File: src/rtl/mips_pkg.sv
// Shared definitions for the MIPS fetch stage.
//   - INSTR_W / PC_W        : datapath widths
//   - NOP_WORD              : sll $0,$0,0, the word used for bubbles and flushes
//   - IFID_* offsets        : packed IF/ID layout {pc_plus4[63:32], instr[31:0]}
//   - fetch_state_e         : fetch FSM states
package mips_pkg;
  localparam int INSTR_W = 32;
  localparam int PC_W    = 32;

  localparam logic [INSTR_W-1:0] NOP_WORD = 32'h0000_0000;

  localparam int IFID_INSTR_LSB = 0;
  localparam int IFID_INSTR_MSB = 31;
  localparam int IFID_PC4_LSB   = 32;
  localparam int IFID_PC4_MSB   = 63;
  localparam int IFID_W         = 64;

  typedef enum logic [1:0] {
    S_IDLE    = 2'd0,
    S_REQ     = 2'd1,
    S_DISCARD = 2'd2
  } fetch_state_e;
endpackage

File: src/rtl/fetch_skid_buf.sv
// One-entry holding register for a fetch response that arrives while decode
// is stalled.
// Ports:
//   clk, rst   : clock, asynchronous active-high reset
//   load, din  : capture din and mark full
//   clear      : empty the buffer (wins over load)
//   full, dout : occupancy flag and held IF/ID word
module fetch_skid_buf
  import mips_pkg::*;
(
  input  logic              clk,
  input  logic              rst,
  input  logic              load,
  input  logic              clear,
  input  logic [IFID_W-1:0] din,
  output logic              full,
  output logic [IFID_W-1:0] dout
);
  logic              full_q, full_d;
  logic [IFID_W-1:0] data_q, data_d;

  always_comb begin
    full_d = full_q;
    data_d = data_q;
    if (clear) begin
      full_d = 1'b0;
    end else if (load) begin
      full_d = 1'b1;
      data_d = din;
    end
  end

  always_ff @(posedge clk or posedge rst) begin
    if (rst) begin
      full_q <= 1'b0;
      data_q <= '0;
    end else begin
      full_q <= full_d;
      data_q <= data_d;
    end
  end

  assign full = full_q;
  assign dout = data_q;
endmodule

File: src/rtl/fetch_pipe_unit.sv
// Instruction-fetch stage plus IF/ID pipeline register.
// Ports:
//   clk, rst                      : clock, asynchronous active-high reset
//   branch_taken, branch_target   : MEM-stage redirect (target bits [1:0] ignored)
//   stall                         : hazard-unit freeze of PC and IF/ID
//   imem_req, imem_addr           : fetch request and word-aligned address
//   imem_ready, imem_rdata        : response strobe and instruction word
//   if_id_instr/pc_plus4/valid    : IF/ID register towards decode
//   dbg_state                     : current fetch FSM state
//   perf_fetched, perf_bubbles    : only when FETCH_PERF_CNT_EN is defined
//
// Handshake: a transfer completes in any cycle where imem_req=1 and
// imem_ready=1; imem_rdata belongs to that cycle. While imem_req=1 and
// imem_ready=0 the address is held stable. After a redirect the abandoned
// request is kept on the bus (DISCARD) until its response arrives and is
// dropped.
module fetch_pipe_unit
  import mips_pkg::*;
#(
  parameter logic [PC_W-1:0]    RESET_PC  = 32'h0000_0000,
  parameter logic [INSTR_W-1:0] NOP_INSTR = NOP_WORD
) (
  input  logic               clk,
  input  logic               rst,
  input  logic               branch_taken,
  input  logic [PC_W-1:0]    branch_target,
  input  logic               stall,
  output logic               imem_req,
  output logic [PC_W-1:0]    imem_addr,
  input  logic               imem_ready,
  input  logic [INSTR_W-1:0] imem_rdata,
  output logic [INSTR_W-1:0] if_id_instr,
  output logic [PC_W-1:0]    if_id_pc_plus4,
  output logic               if_id_valid,
  output fetch_state_e       dbg_state
`ifdef FETCH_PERF_CNT_EN
  ,
  output logic [31:0]        perf_fetched,
  output logic [31:0]        perf_bubbles
`endif
);
  fetch_state_e      state_q, state_d;
  logic [PC_W-1:0]   pc_q, pc_d;
  logic [PC_W-1:0]   disc_addr_q, disc_addr_d;
  logic [IFID_W-1:0] if_id_q, if_id_d;
  logic              if_id_valid_q, if_id_valid_d;

  logic              skid_load, skid_clear, skid_full;
  logic [IFID_W-1:0] skid_dout;
  logic [PC_W-1:0]   pc_plus4;
  logic              fire;

  fetch_skid_buf u_skid (
    .clk   (clk),
    .rst   (rst),
    .load  (skid_load),
    .clear (skid_clear),
    .din   ({pc_plus4, imem_rdata}),
    .full  (skid_full),
    .dout  (skid_dout)
  );

  assign pc_plus4 = pc_q + 32'd4;
  // No new request while a stalled response is parked in the skid buffer.
  assign imem_req  = ((state_q == S_REQ) && !skid_full) || (state_q == S_DISCARD);
  assign imem_addr = (state_q == S_DISCARD) ? disc_addr_q : pc_q;
  assign fire      = imem_req && imem_ready;

  always_comb begin
    state_d       = state_q;
    pc_d          = pc_q;
    disc_addr_d   = disc_addr_q;
    if_id_d       = if_id_q;
    if_id_valid_d = if_id_valid_q;
    skid_load     = 1'b0;
    skid_clear    = 1'b0;

    case (state_q)
      S_IDLE:    state_d = S_REQ;
      S_REQ:     state_d = S_REQ;
      S_DISCARD: if (imem_ready) state_d = S_REQ;
      default:   state_d = S_IDLE;
    endcase

    if (branch_taken) begin
      // Redirect beats stall and any same-cycle response.
      if_id_d       = {{PC_W{1'b0}}, NOP_INSTR};
      if_id_valid_d = 1'b0;
      skid_clear    = 1'b1;
      pc_d          = branch_target & ~32'h3;
      if (imem_req && !imem_ready) begin
        state_d = S_DISCARD;
        // A redirect while already discarding keeps the original address on the bus.
        if (state_q == S_REQ) disc_addr_d = pc_q;
      end else begin
        state_d = S_REQ;
      end
    end else if (stall) begin
      if ((state_q == S_REQ) && fire) skid_load = 1'b1;
    end else if (skid_full) begin
      // Parked word goes to decode first; PC only advances now.
      if_id_d       = skid_dout;
      if_id_valid_d = 1'b1;
      skid_clear    = 1'b1;
      pc_d          = pc_plus4;
    end else if ((state_q == S_REQ) && fire) begin
      if_id_d       = {pc_plus4, imem_rdata};
      if_id_valid_d = 1'b1;
      pc_d          = pc_plus4;
    end else begin
      if_id_d       = {{PC_W{1'b0}}, NOP_INSTR};
      if_id_valid_d = 1'b0;
    end
  end

  always_ff @(posedge clk or posedge rst) begin
    if (rst) begin
      state_q       <= S_IDLE;
      pc_q          <= RESET_PC;
      disc_addr_q   <= '0;
      if_id_q       <= {{PC_W{1'b0}}, NOP_INSTR};
      if_id_valid_q <= 1'b0;
    end else begin
      state_q       <= state_d;
      pc_q          <= pc_d;
      disc_addr_q   <= disc_addr_d;
      if_id_q       <= if_id_d;
      if_id_valid_q <= if_id_valid_d;
    end
  end

  assign if_id_instr    = if_id_q[IFID_INSTR_MSB:IFID_INSTR_LSB];
  assign if_id_pc_plus4 = if_id_q[IFID_PC4_MSB:IFID_PC4_LSB];
  assign if_id_valid    = if_id_valid_q;
  assign dbg_state      = state_q;

`ifdef FETCH_PERF_CNT_EN
  logic [31:0] perf_fetched_q, perf_fetched_d;
  logic [31:0] perf_bubbles_q, perf_bubbles_d;

  // IF/ID is written every cycle except a plain stall.
  always_comb begin
    perf_fetched_d = perf_fetched_q;
    perf_bubbles_d = perf_bubbles_q;
    if (branch_taken || !stall) begin
      if (if_id_valid_d) perf_fetched_d = perf_fetched_q + 32'd1;
      else               perf_bubbles_d = perf_bubbles_q + 32'd1;
    end
  end

  always_ff @(posedge clk or posedge rst) begin
    if (rst) begin
      perf_fetched_q <= '0;
      perf_bubbles_q <= '0;
    end else begin
      perf_fetched_q <= perf_fetched_d;
      perf_bubbles_q <= perf_bubbles_d;
    end
  end

  assign perf_fetched = perf_fetched_q;
  assign perf_bubbles = perf_bubbles_q;
`endif
endmodule

File: config.mk
export PLATFORM = sky130hd
export DESIGN_NAME = fetch_pipe_unit
export DESIGN_NICKNAME = d
export VERILOG_FILES = /design/src/rtl/mips_pkg.sv /design/src/rtl/fetch_skid_buf.sv /design/src/rtl/fetch_pipe_unit.sv
export SDC_FILE = /design/constraint.sdc
export NUM_CORES = 1
export LEC_CHECK = 0
export CAP_MARGIN = 0
export CORE_UTILIZATION = 40
export CTS_CLUSTER_DIAMETER = 80
export DETAILED_ROUTE_END_ITERATION = 10
export PLACE_DENSITY_LB_ADDON = 0.2
export SYNTH_ARGS = -nofsm -noshare
export SYNTH_HDL_FRONTEND = slang
export SYNTH_SLANG_ARGS = --single-unit
File: constraint.sdc
create_clock -name clk -period 9.55 [get_ports clk]
set_input_delay 0.955 -clock clk [delete_from_list [all_inputs] [get_ports clk]]
set_output_delay 0.955 -clock clk [all_outputs]
set_load 0.05 [all_outputs]
Word-level counts from Yosys, hierarchy flattened
Index checks and enable logic that the tools add are counted.
{"block": "word_totals", "register_bits": 196, "input_bits": 69, "output_inout_bits": 100, "wordCells": 51}
{"block": "op_classes", "addsub": 1, "eq_ne": 4, "n_mux": 24, "bitwise": 1, "n_reduce_logical": 14}
{"cell": "2-to-1 mux 64 bit", "count": 4}
{"cell": "2-to-1 mux 32 bit", "count": 5}
{"cell": "adder 32 x 3 -> 32 bit, second input constant", "count": 1}
{"cell": "2-to-1 mux 1 bit", "count": 11}
{"cell": "2-to-1 mux 2 bit", "count": 3}
{"cell": "logical AND 1 bit", "count": 4}
{"cell": "case mux 2 bit (2 select lines)", "count": 1}
{"cell": "AND reduction 2 bit", "count": 2}
{"cell": "inequality test 3 bit, second input constant", "count": 1}
{"cell": "AND reduction 3 bit", "count": 1}
{"cell": "nonzero test 3 bit", "count": 1}
{"cell": "equality test 2 x 1 -> 1 bit, second input constant", "count": 1}
{"cell": "equality test 2 bit, second input constant", "count": 1}
{"cell": "zero test 1 bit", "count": 2}
{"cell": "zero test 2 bit", "count": 1}
{"cell": "inequality test 2 bit, second input constant", "count": 1}
{"cell": "nonzero test 2 bit", "count": 1}
{"cell": "OR reduction 2 bit", "count": 1}
{"cell": "logical OR 1 bit", "count": 1}
{"cell": "inverter 1 bit", "count": 1}

Longest topological paths before layout
Gate-level depths: netlist of the first run.
{"block": "logic_depth", "ltp_word": 10, "mapped_depth": 8, "ltp_nobuf": 6}

Modules after synthesis
From an unflattened synthesis of the first run, not the netlist that was laid out.
{"block": "unflattened", "cells_unflattened": 804, "hier_area_um2": 9615.5}
{"module": "fetch_pipe_unit", "instances": 1, "cells_each": 664, "area_each_um2": 6877.8, "seq_area_each_um2": 3178.0}
{"module": "fetch_skid_buf", "instances": 1, "cells_each": 140, "area_each_um2": 2737.6, "seq_area_each_um2": 1626.6}

Worst setup path after synthesis of the first run
Ideal clock, no wire load.
{"block": "synth_timing", "path_kind": "register -> output", "from": "register state_q[0] (netlist: dbg_state[0])", "to": "output imem_addr[10]", "arrival_time_ns": 1.730, "required_time_ns": 8.595, "slack_ns": 6.865, "path_stages_with_launch": 4, "n_path_buf": 1, "path_cell_list": "dfrtp_1 nand2b_1 buf_1 mux2_2"}
{"block": "synth_via", "elab_chain_cells": 2}
{"element": "start: declaration", "line": "fetch_pipe_unit.sv:42", "text": "fetch_state_e state_q, state_d;"}
{"element": "start signal: assignment", "line": "fetch_pipe_unit.sv:124", "text": "state_q <= state_d;"}
{"element": "equality test 2 bit", "line": "fetch_pipe_unit.sv:66", "text": "assign imem_addr = (state_q == S_DISCARD) ? disc_addr_q : pc_q;"}
{"element": "2-to-1 mux 32 bit", "line": "fetch_pipe_unit.sv:66"}
{"element": "end: declaration", "line": "fetch_pipe_unit.sv:29", "text": "output logic [PC_W-1:0] imem_addr,"}
No other way between the ends.

Final worst setup path of the first run
{"block": "layout_timing", "from": "register state_q[0] (netlist: dbg_state[0])", "to": "output imem_addr[30]"}
Same word-level chain as after synthesis.

==> impl_metrics.tcl, run 1 <==
set metrics [dict create \
    post-route-period-util_pct 40.1 \
    vias_per_cell 5.16 \
    rows 54 \
    cts_resized 0 \
    portBuffers 164 \
    critPathMaxFanout 23 \
    grt_pass1_wl_mm 35.0 \
    yosysUniqueCellTypes 49 \
    drive_gt1_share_pct 11.5 \
    tritoncts "built" \
    grt_max_degree 121 \
    critPathMaxStageDelay_ns 0.71 \
    status "completed" \
    yosysWarnings 0 \
    fp.dieW_um 151 \
    irDropWorstVdd_v 0.000113 \
    initial_utilization_pct 40.8 \
    seq_area_mm2 0.00473 \
    cts.path.max_buffers 2 \
    setup_tns_ns 0 \
    vias 6649 \
    dieArea_mm2 0.0228 \
    antenna_cells 0 \
    cp.depth 4 \
    reg2reg_depth 6 \
    setup-violations-final 0 \
    clock.fmax_mhz 261 \
    synth_area_leaders "dfrtp_1 53%, mux2_2 7.3%, nand2_1 7.1%, o21ai_0 4.3%, xor2_1 3.5%" \
    ant_nets 0 \
    nFillCells 2031 \
    hold_path.class "register to register" \
    drv_cap 0 \
    cts_made_buffers 17 \
    ctsHoldBuffers 0 \
    synth_common_cells "189 x dfrtp_1, 168 x nand2_1, 77 x o21ai_0" \
    power_density_mw_per_mm2 200 \
    finalHoldViolCount 0 \
    route.detailed.drc 0 \
    fp.dieH_um 151 \
    postSynthCellCount 877 \
    power_uw 2230 \
    netlist.area_leader.share_pct 53.1 \
    multi_input_area_mm2 0.00377 \
    worstSetupPathType "register to output pin" \
    cp_cell_sequence "nand2b_1 > buf_4 > mux2_2 > clkdlybuf4s50_1" \
    rsz0062_at_grt "false" \
    holdPathStages 2 \
    wl_mm 22.1 \
    htreeDepth 4 \
    syn_area_mm2 0.00890 \
    final_cells 1288 \
    ys_seq_area_share_pct 53.1 \
    grt_pass1_vias 6348 \
    worst_slack_ns 5.72 \
    boundaryPins 169 \
    drt_iter0_drc 301 \
    post_cts_buffers 0 \
    clk_pin_slew_ns 0.07 \
    drt-pass1-iter-count 5 \
    cp_num_buf_inv 2 \
    hpwl_mm 13.8 \
    p_leak_uw 0.00468 \
    max_slew_margin_pct 18.1 \
    skew_ns 0.00872 \
    critPathArrivalTime_ns 2.88 \
    grt_antenna_before_repair 0 \
    place_congestion 0.735 \
    area_delta_synth_final_pct 25.2 \
    maxSlewViolCount 0 \
    async_flop_share_pct 100 \
    finalCriticalPeriod_ns 3.83 \
    clk_latency_ns 0.43 \
    dpl_worst_slack_ns 5.88 \
    path_delay_family "buffers and inverters" \
    synth.most_common_cell "dfrtp_1" \
    overflow 0 \
    end_kind "output pin" \
    crit_path_start_kind "register" \
    synth_edf_count 0 \
    cts-root-buf "clkbuf_16" \
    slowest_stage "clkdlybuf4s50_1" \
    ys_seq_elements 189 \
    cp_data_required_time_ns 8.60 \
    r2r_slack_ns 6.61 \
    dp_cells 1256 \
    worst_pin_slew_ns 1.22 \
    ys.flop_type "dfrtp_1" \
    syn-mean-instance-area_um2 10.1 \
    wire_per_inst_um 17.2 \
    cts.sinks 189 \
    grt_usage_pct 20.1 \
    synth_top_cell_by_area "dfrtp_1" \
    core_area_mm2 0.0218 \
    fin_nets 1065 \
]
[kinds of logic (layout without fill, tap and decap cells)]
group | after synthesis | count (layout) | synth area share (%)
AO/OA/AOI/OAI | 156 | 156 | 11.0
XOR/XNOR | 57 | 57 | 5.61
buffers and inverters | 82 | 212 | 4.81
multiplexers | 60 | 60 | 7.56
other | 1 | 2 | 0.0421
AND/OR/NAND/NOR | 331 | 331 | 17.7
flip-flops | 189 | 189 | 53.1
adder cells (fa/ha/maj) | 1 | 1 | 0.141
[path summary, 6_finish.rpt]
check,from,to
min,u_skid.dout[30]$_DFFE_PP0P_,u_skid.dout[30]$_DFFE_PP0P_
max in group asynchronous,rst,u_skid.dout[9]$_DFFE_PP0P_
min in group asynchronous,rst,if_id_q[8]$_DFFE_PP0P_
max,dbg_state[0]$_DFFE_PP0P_,imem_addr[30]
max reg2reg,pc_q[2]$_DFFE_PP0P_,if_id_q[58]$_DFFE_PP0P_
min reg2reg,u_skid.dout[30]$_DFFE_PP0P_,u_skid.dout[30]$_DFFE_PP0P_
[layout by cell type, fill, tap and decap left out, types with 17 or more instances in the layout]
master and n:
nor2b_1 34, a22oi_1 25, xnor2_1 21, nand3_1 19
nor2_1 23, nor3_1 37, a221oi_1 34, nand2_1 167
mux2_2 58, o21ai_0 77, clkbuf_16 17, nand4_1 18
clkdlybuf4s50_1 162, xor2_1 36, dfrtp_1 189
[final cells by class]
class                   count  share of cell area [%]
clock inverters            15                    1.19
multi-input cells         607                    33.8
flip-flops and latches    189                    42.4
repair buffers            174                    15.3
clock buffers              17                    3.82
well taps                 280                    3.14
inverters                   6                   0.269
[through the flow]
stage                     hold WS, ns  utilization [%]  area [um2]
after floorplan                 0.446                -        8900
after global placement          0.457             48.5       10600
after detailed placement        0.463             48.5       10600
after CTS                       0.480             51.1       11100
after global routing            0.495             51.1       11100
final                           0.475             51.1       11100
[where the power goes]
group          switching, uW  total, uW  internal, uW  leakage, uW
Clock                    331        674           342     0.000258
Sequential              98.0       1050           956      0.00240
Combinational            302        506           204      0.00202
Total                    731       2230          1500      0.00468
[routing by layer]
layer	up-vias	track usage (%)	part of all wire (%)	wire length (um)
li1	3255	-	-	-
met1	3180	29.0	47	10500
met2	202	30.6	46	10100
met3	12	4.25	6.3	1400
met4	0	4.85	0.92	203
met5	-	0	0	0
[sequential cells by signal, indices dropped and copies added (netlist names)]
| signal | count |
|---|---|
| disc_addr_q | 30 |
| u_skid.full | 1 |
| pc_q | 30 |
| if_id_valid | 1 |
| u_skid.dout | 62 |
| dbg_state | 2 |
| if_id_q | 63 |
[worst min-delay path, delay by kind of cell, from the launching register on]
kind             cells  cell delay, ns
flip-flops           1            0.34
AND/OR/NAND/NOR      2            0.10
No activity file was read; power rests on OpenSTA's default activity.
==> run 2, diff against run 1 <==
==> constraint.sdc (replaced) <==
create_clock -name clk -period 3.7 [get_ports clk]
set_input_delay 0.37 -clock clk [delete_from_list [all_inputs] [get_ports clk]]
set_output_delay 0.37 -clock clk [all_outputs]
set_load 0.05 [all_outputs]
==> run 2 against run 1 <==
Effect of this change: clock skew grew 0.0019 ns; utilization grew 0.79 points; clock-buffer cell count is the same; largest power group unchanged; critical endpoint is now imem_req; global-route usage grew 0.43 points; worst setup slack lost 5.1 ns; cell area grew 1.5%; via count grew 2.1%; total power grew to 2.7 times the previous value.
==> impl_metrics.tcl, run 2 (synthesis results as in run 1) <==
set metrics [dict create \
    post_cts_buffers 0 \
    max_slew_margin_pct 23.0 \
    critPathMaxFanout 13 \
    drt_iter0_drc 358 \
    postLayoutCoreUtil_pct 51.9 \
    cts.sinks 189 \
    ctsHoldBuffers 0 \
    finalCriticalPeriod_ns 3.04 \
    cts_made_buffers 17 \
    wl_mm 22.3 \
    layout_common_cells "189 x dfrtp_1, 167 x nand2_1, 162 x clkdlybuf4s50_1, 77 x o21ai_0, 58 x mux2_2" \
    fp.dieW_um 151 \
    clk_pin_slew_ns 0.08 \
    skew_ns 0.0106 \
    end_kind "output pin" \
    fin_nets 1073 \
    cp_data_required_time_ns 3.33 \
    portBuffers 164 \
    critPathArrivalTime_ns 2.67 \
    clk_latency_ns 0.44 \
    irDropWorstVdd_v 0.000305 \
    worst_r2r_startpoint "u_skid.full$_DFFE_PP0P_" \
    place_congestion 0.771 \
    overflow 0 \
    nFillCells 2019 \
    power_density_mw_per_mm2 528 \
    hpwl_mm 14.6 \
    p_int_uw 4040 \
    crit_path_start_kind "register" \
    layout_commonest_cell "dfrtp_1" \
    p_leak_uw 0.00479 \
    cts_resized 0 \
    rsz0062_at_grt "false" \
    finalHoldViolCount 0 \
    antenna_cells 0 \
    route.detailed.drc 0 \
    status "completed" \
    dp_cells 1264 \
    vias_per_cell 5.24 \
    wire_per_inst_um 17.2 \
    worst_slack_ns 0.660 \
    drive_gt1_share_pct 12.2 \
    fp.dieH_um 151 \
    grt_pass1_wl_mm 35.7 \
    htreeDepth 4 \
    seq_power_share_pct 45.5 \
    setup_tns_ns 0 \
    top_register "if_id_q" \
    combPwrFrac_pct 22.0 \
    boundaryPins 169 \
    cts-root-buf "clkbuf_16" \
    post-route-period-util_pct 82.2 \
    area_delta_synth_final_pct 27.2 \
    cp-startpoint "u_skid.full$_DFFE_PP0P_" \
    rows 54 \
    dpl_worst_slack_ns 0.956 \
    worstSetupPathType "register to output pin" \
    hold_path.class "primary input to async pin" \
    grt_max_degree 78 \
    cts.path.max_buffers 2 \
    initial_utilization_pct 40.8 \
    maxSlewViolCount 0 \
    core_area_mm2 0.0218 \
    clock.fmax_mhz 329 \
    power_uw 5980 \
    final_cells 1296 \
    power.switching_uw 1940 \
    drv_cap 0 \
    dieArea_mm2 0.0228 \
    grt_pass1_vias 6596 \
    setup-violations-final 0 \
    worst_pin_slew_ns 1.13 \
    tritoncts "built" \
    p_clk_share_pct 32.5 \
    swShare_pct 32.4 \
    ant_nets 0 \
    vias 6790 \
    grt_antenna_before_repair 0 \
    drt-pass1-iter-count 5 \
    grt_usage_pct 20.5 \
    largest_reg_flops 63 \
]
## run 2: cell types whose count changed in the layout (fill, tap and decap cells not counted)
cell        before  now
buf_12           0    4
buf_4           11   15
clkinvlp_4       5    1
inv_6            3    0
inv_8            4    7
bufinv_16        0    2
clkinv_4         4    5
clkinv_8         0    1
## run 2: per-layer routing
layer,part of all wire [%],up-vias,track usage (%),routed length (um)
li1,-,3277,-,-
met4,0.77,0,5.20,171
met2,46,180,31.6,10300
met5,0,-,0,0
met1,47,3321,29.4,10600
met3,5.6,12,4.04,1250
## run 2: power by group through the flow
stage | clock [uW] | sequential, uW | combinational [uW]
final | 1950 | 2720 | 1310
after global routing | 2070 | 2780 | 1440
after CTS | 2000 | 2720 | 1330
after detailed placement | 0 | 2760 | 1320
after global placement | 0 | 2740 | 1310
after floorplan | 0 | 2840 | 810
## run 2: cell type report
| cell class | instances | area (um2) | area share, % |
|---|---|---|---|
| sequential | 189 | 4730 | 41.8 |
| inverter | 6 | 26.3 | 0.232 |
| clock buffer | 17 | 425 | 3.76 |
| multi-input combinational | 607 | 3770 | 33.3 |
| timing repair buffer | 182 | 1820 | 16.1 |
| tap | 280 | 350 | 3.10 |
| clock inverter | 15 | 199 | 1.76 |
## run 2: per-stage QoR
step	cell area, um2	hold WS, ns
after floorplan	8910	0.446
after global placement	10700	0.457
after detailed placement	10700	0.462
after CTS	11300	0.362
after global routing	11300	0.401
final	11300	0.364
## run 2: path summary, 6_finish.rpt
check | depth (start not counted) | to | slack (ns)
max in group asynchronous | 3 | u_skid.dout[17]$_DFFE_PP0P_ | 2.54
setup reg to reg | 5 | pc_q[27]$_DFFE_PP0P_ | 1.07
min in group clk | 3 | pc_q[31]$_DFFE_PP0P_ | 0.41
setup / recovery | 3 | imem_req | 0.66
hold / removal | 2 | disc_addr_q[25]$_DFFE_PP0P_ | 0.36
hold reg to reg | 2 | u_skid.dout[1]$_DFFE_PP0P_ | 0.48
## run 2: critical path, stage by stage, from the launching register on
cell and delay, ns:
dfrtp_1 0.61, nor3b_1 0.58, nand2b_1 0.23, clkdlybuf4s50_1 0.82
==> run 3, diff against run 2 <==
==> constraint.sdc (replaced) <==
create_clock -name clk -period 2.62 [get_ports clk]
set_input_delay 0.262 -clock clk [delete_from_list [all_inputs] [get_ports clk]]
set_output_delay 0.262 -clock clk [all_outputs]
set_load 0.05 [all_outputs]
==> run 3 against run 2 <==
Effect of this change: register-to-register slack got worse by 0.72 ns; largest cell class unchanged; global-route usage fell by 0.12 points; cell area rose by 3.4%; critical path type is now register to register; combinational power rose by 56%.
==> impl_metrics.tcl, run 3 (synthesis results as in run 1) <==
set metrics [dict create \
    cp_data_required_time_ns 2.96 \
    maxSlewViolCount 0 \
    grt_antenna_before_repair 0 \
    largest_reg_flops 63 \
    hold_path.class "primary input to async pin" \
    drt-pass1-iter-count 5 \
    irDropWorstVdd_v 0.000469 \
    r2r_slack_ns 0.35 \
    rows 54 \
    power_uw 8590 \
    grt_max_degree 75 \
    area_delta_synth_final_pct 31.5 \
    wl_mm 22.3 \
    critPathArrivalTime_ns 2.61 \
    route.detailed.drc 0 \
    setup-violations-final 0 \
    grt_pass1_wl_mm 35.6 \
    grt_usage_pct 20.4 \
    fp.dieW_um 151 \
    initial_utilization_pct 40.8 \
    cp_num_buf_inv 0 \
    fin_nets 1083 \
    drv_cap 0 \
    clk_latency_ns 0.44 \
    grt_pass1_vias 6411 \
    place_congestion 0.784 \
    slowest_stage "or3_1" \
    post_cts_buffers 0 \
    cts-root-buf "clkbuf_16" \
    skew_ns 0.00847 \
    worst_pin_slew_ns 0.864 \
    cts_resized 0 \
    layout_commonest_cell "dfrtp_1" \
    status "completed" \
    drive_gt1_share_pct 16.1 \
    vias_per_cell 5.18 \
    tritoncts "built" \
    cts.sinks 189 \
    antenna_cells 0 \
    cts.path.max_buffers 2 \
    top_register "if_id_q" \
    post-route-period-util_pct 86.6 \
    critPathMaxFanout 25 \
    cp_cell_sequence "nor3b_1 > nand2_1 > or3_1 > o21ai_0" \
    drt_iter0_drc 389 \
    dp_cells 1274 \
    ant_nets 0 \
    p_leak_uw 0.00500 \
    fp.dieH_um 151 \
    crit_path_start_kind "register" \
    clk_pin_slew_ns 0.07 \
    overflow 0 \
    hpwl_mm 14.8 \
    htreeDepth 4 \
    portBuffers 164 \
    finalHoldViolCount 0 \
    cts_made_buffers 17 \
    rsz0062_at_grt "false" \
    vias 6762 \
    clock.fmax_mhz 441 \
    end_kind "register" \
    ctsHoldBuffers 0 \
    setup_tns_ns 0 \
    worstSetupPathType "register to register" \
    critPathMaxStageDelay_ns 0.72 \
    wire_per_inst_um 17.1 \
    layout_common_cells "189 x dfrtp_1, 167 x nand2_1, 131 x clkdlybuf4s50_1, 77 x o21ai_0, 58 x mux2_2" \
    finalCriticalPeriod_ns 2.27 \
    core_area_mm2 0.0218 \
    path_delay_family "simple AND/OR/NAND/NOR gates" \
    max_slew_margin_pct 42.4 \
    power_density_mw_per_mm2 734 \
    dieArea_mm2 0.0228 \
    boundaryPins 169 \
    final_cells 1306 \
]
[run 3: power by group]
| group | total (uW) | leakage [uW] | internal, uW | switching (uW) |
|---|---|---|---|---|
| clock network | 2700 | 0.000299 | 1470 | 1230 |
| logic | 2040 | 0.00230 | 898 | 1140 |
| registers | 3850 | 0.00240 | 3490 | 362 |
[run 3: per-stage QoR]
stage                     setup slack [ns]  hold WS (ns)  utilization, %  cell area [um2]
after floorplan                    -0.0765         0.367               -             8910
after detailed placement             0.369         0.462            50.8            11100
after global routing                 0.162         0.224            53.6            11700
after global placement               0.320         0.457            50.8            11100
after CTS                            0.335         0.212            53.6            11700
final                                0.350         0.211            53.6            11700
[run 3: cell type report]
cell class              count  area [um2]
fillers                  1931       10100
flip-flops and latches    189        4730
multi-input cells         607        3770
repair buffers            192        2220
clock buffers              18         439
well taps                 280         350
clock inverters            14         171
inverters                   6        26.3
[run 3: worst paths after layout]
check	end	from	cells after the start
max in group asynchronous	pc_q[8]$_DFFE_PP0P_	rst	3
hold / removal	u_skid.dout[1]$_DFFE_PP0P_	rst	2
hold reg to reg	u_skid.dout[5]$_DFFE_PP0P_	u_skid.dout[5]$_DFFE_PP0P_	2
setup / recovery	if_id_q[44]$_DFFE_PP0P_	dbg_state[1]$_DFFE_PP0P_	4
min in group clk	pc_q[31]$_DFFE_PP0P_	branch_taken	3
setup reg to reg	if_id_q[44]$_DFFE_PP0P_	dbg_state[1]$_DFFE_PP0P_	4
[run 3: metal layers]
layer,part of all wire (%),global-route usage (%)
met1,48,29.6
met2,46,31.3
met3,5.2,3.61
met4,0.85,5.25
met5,0,0
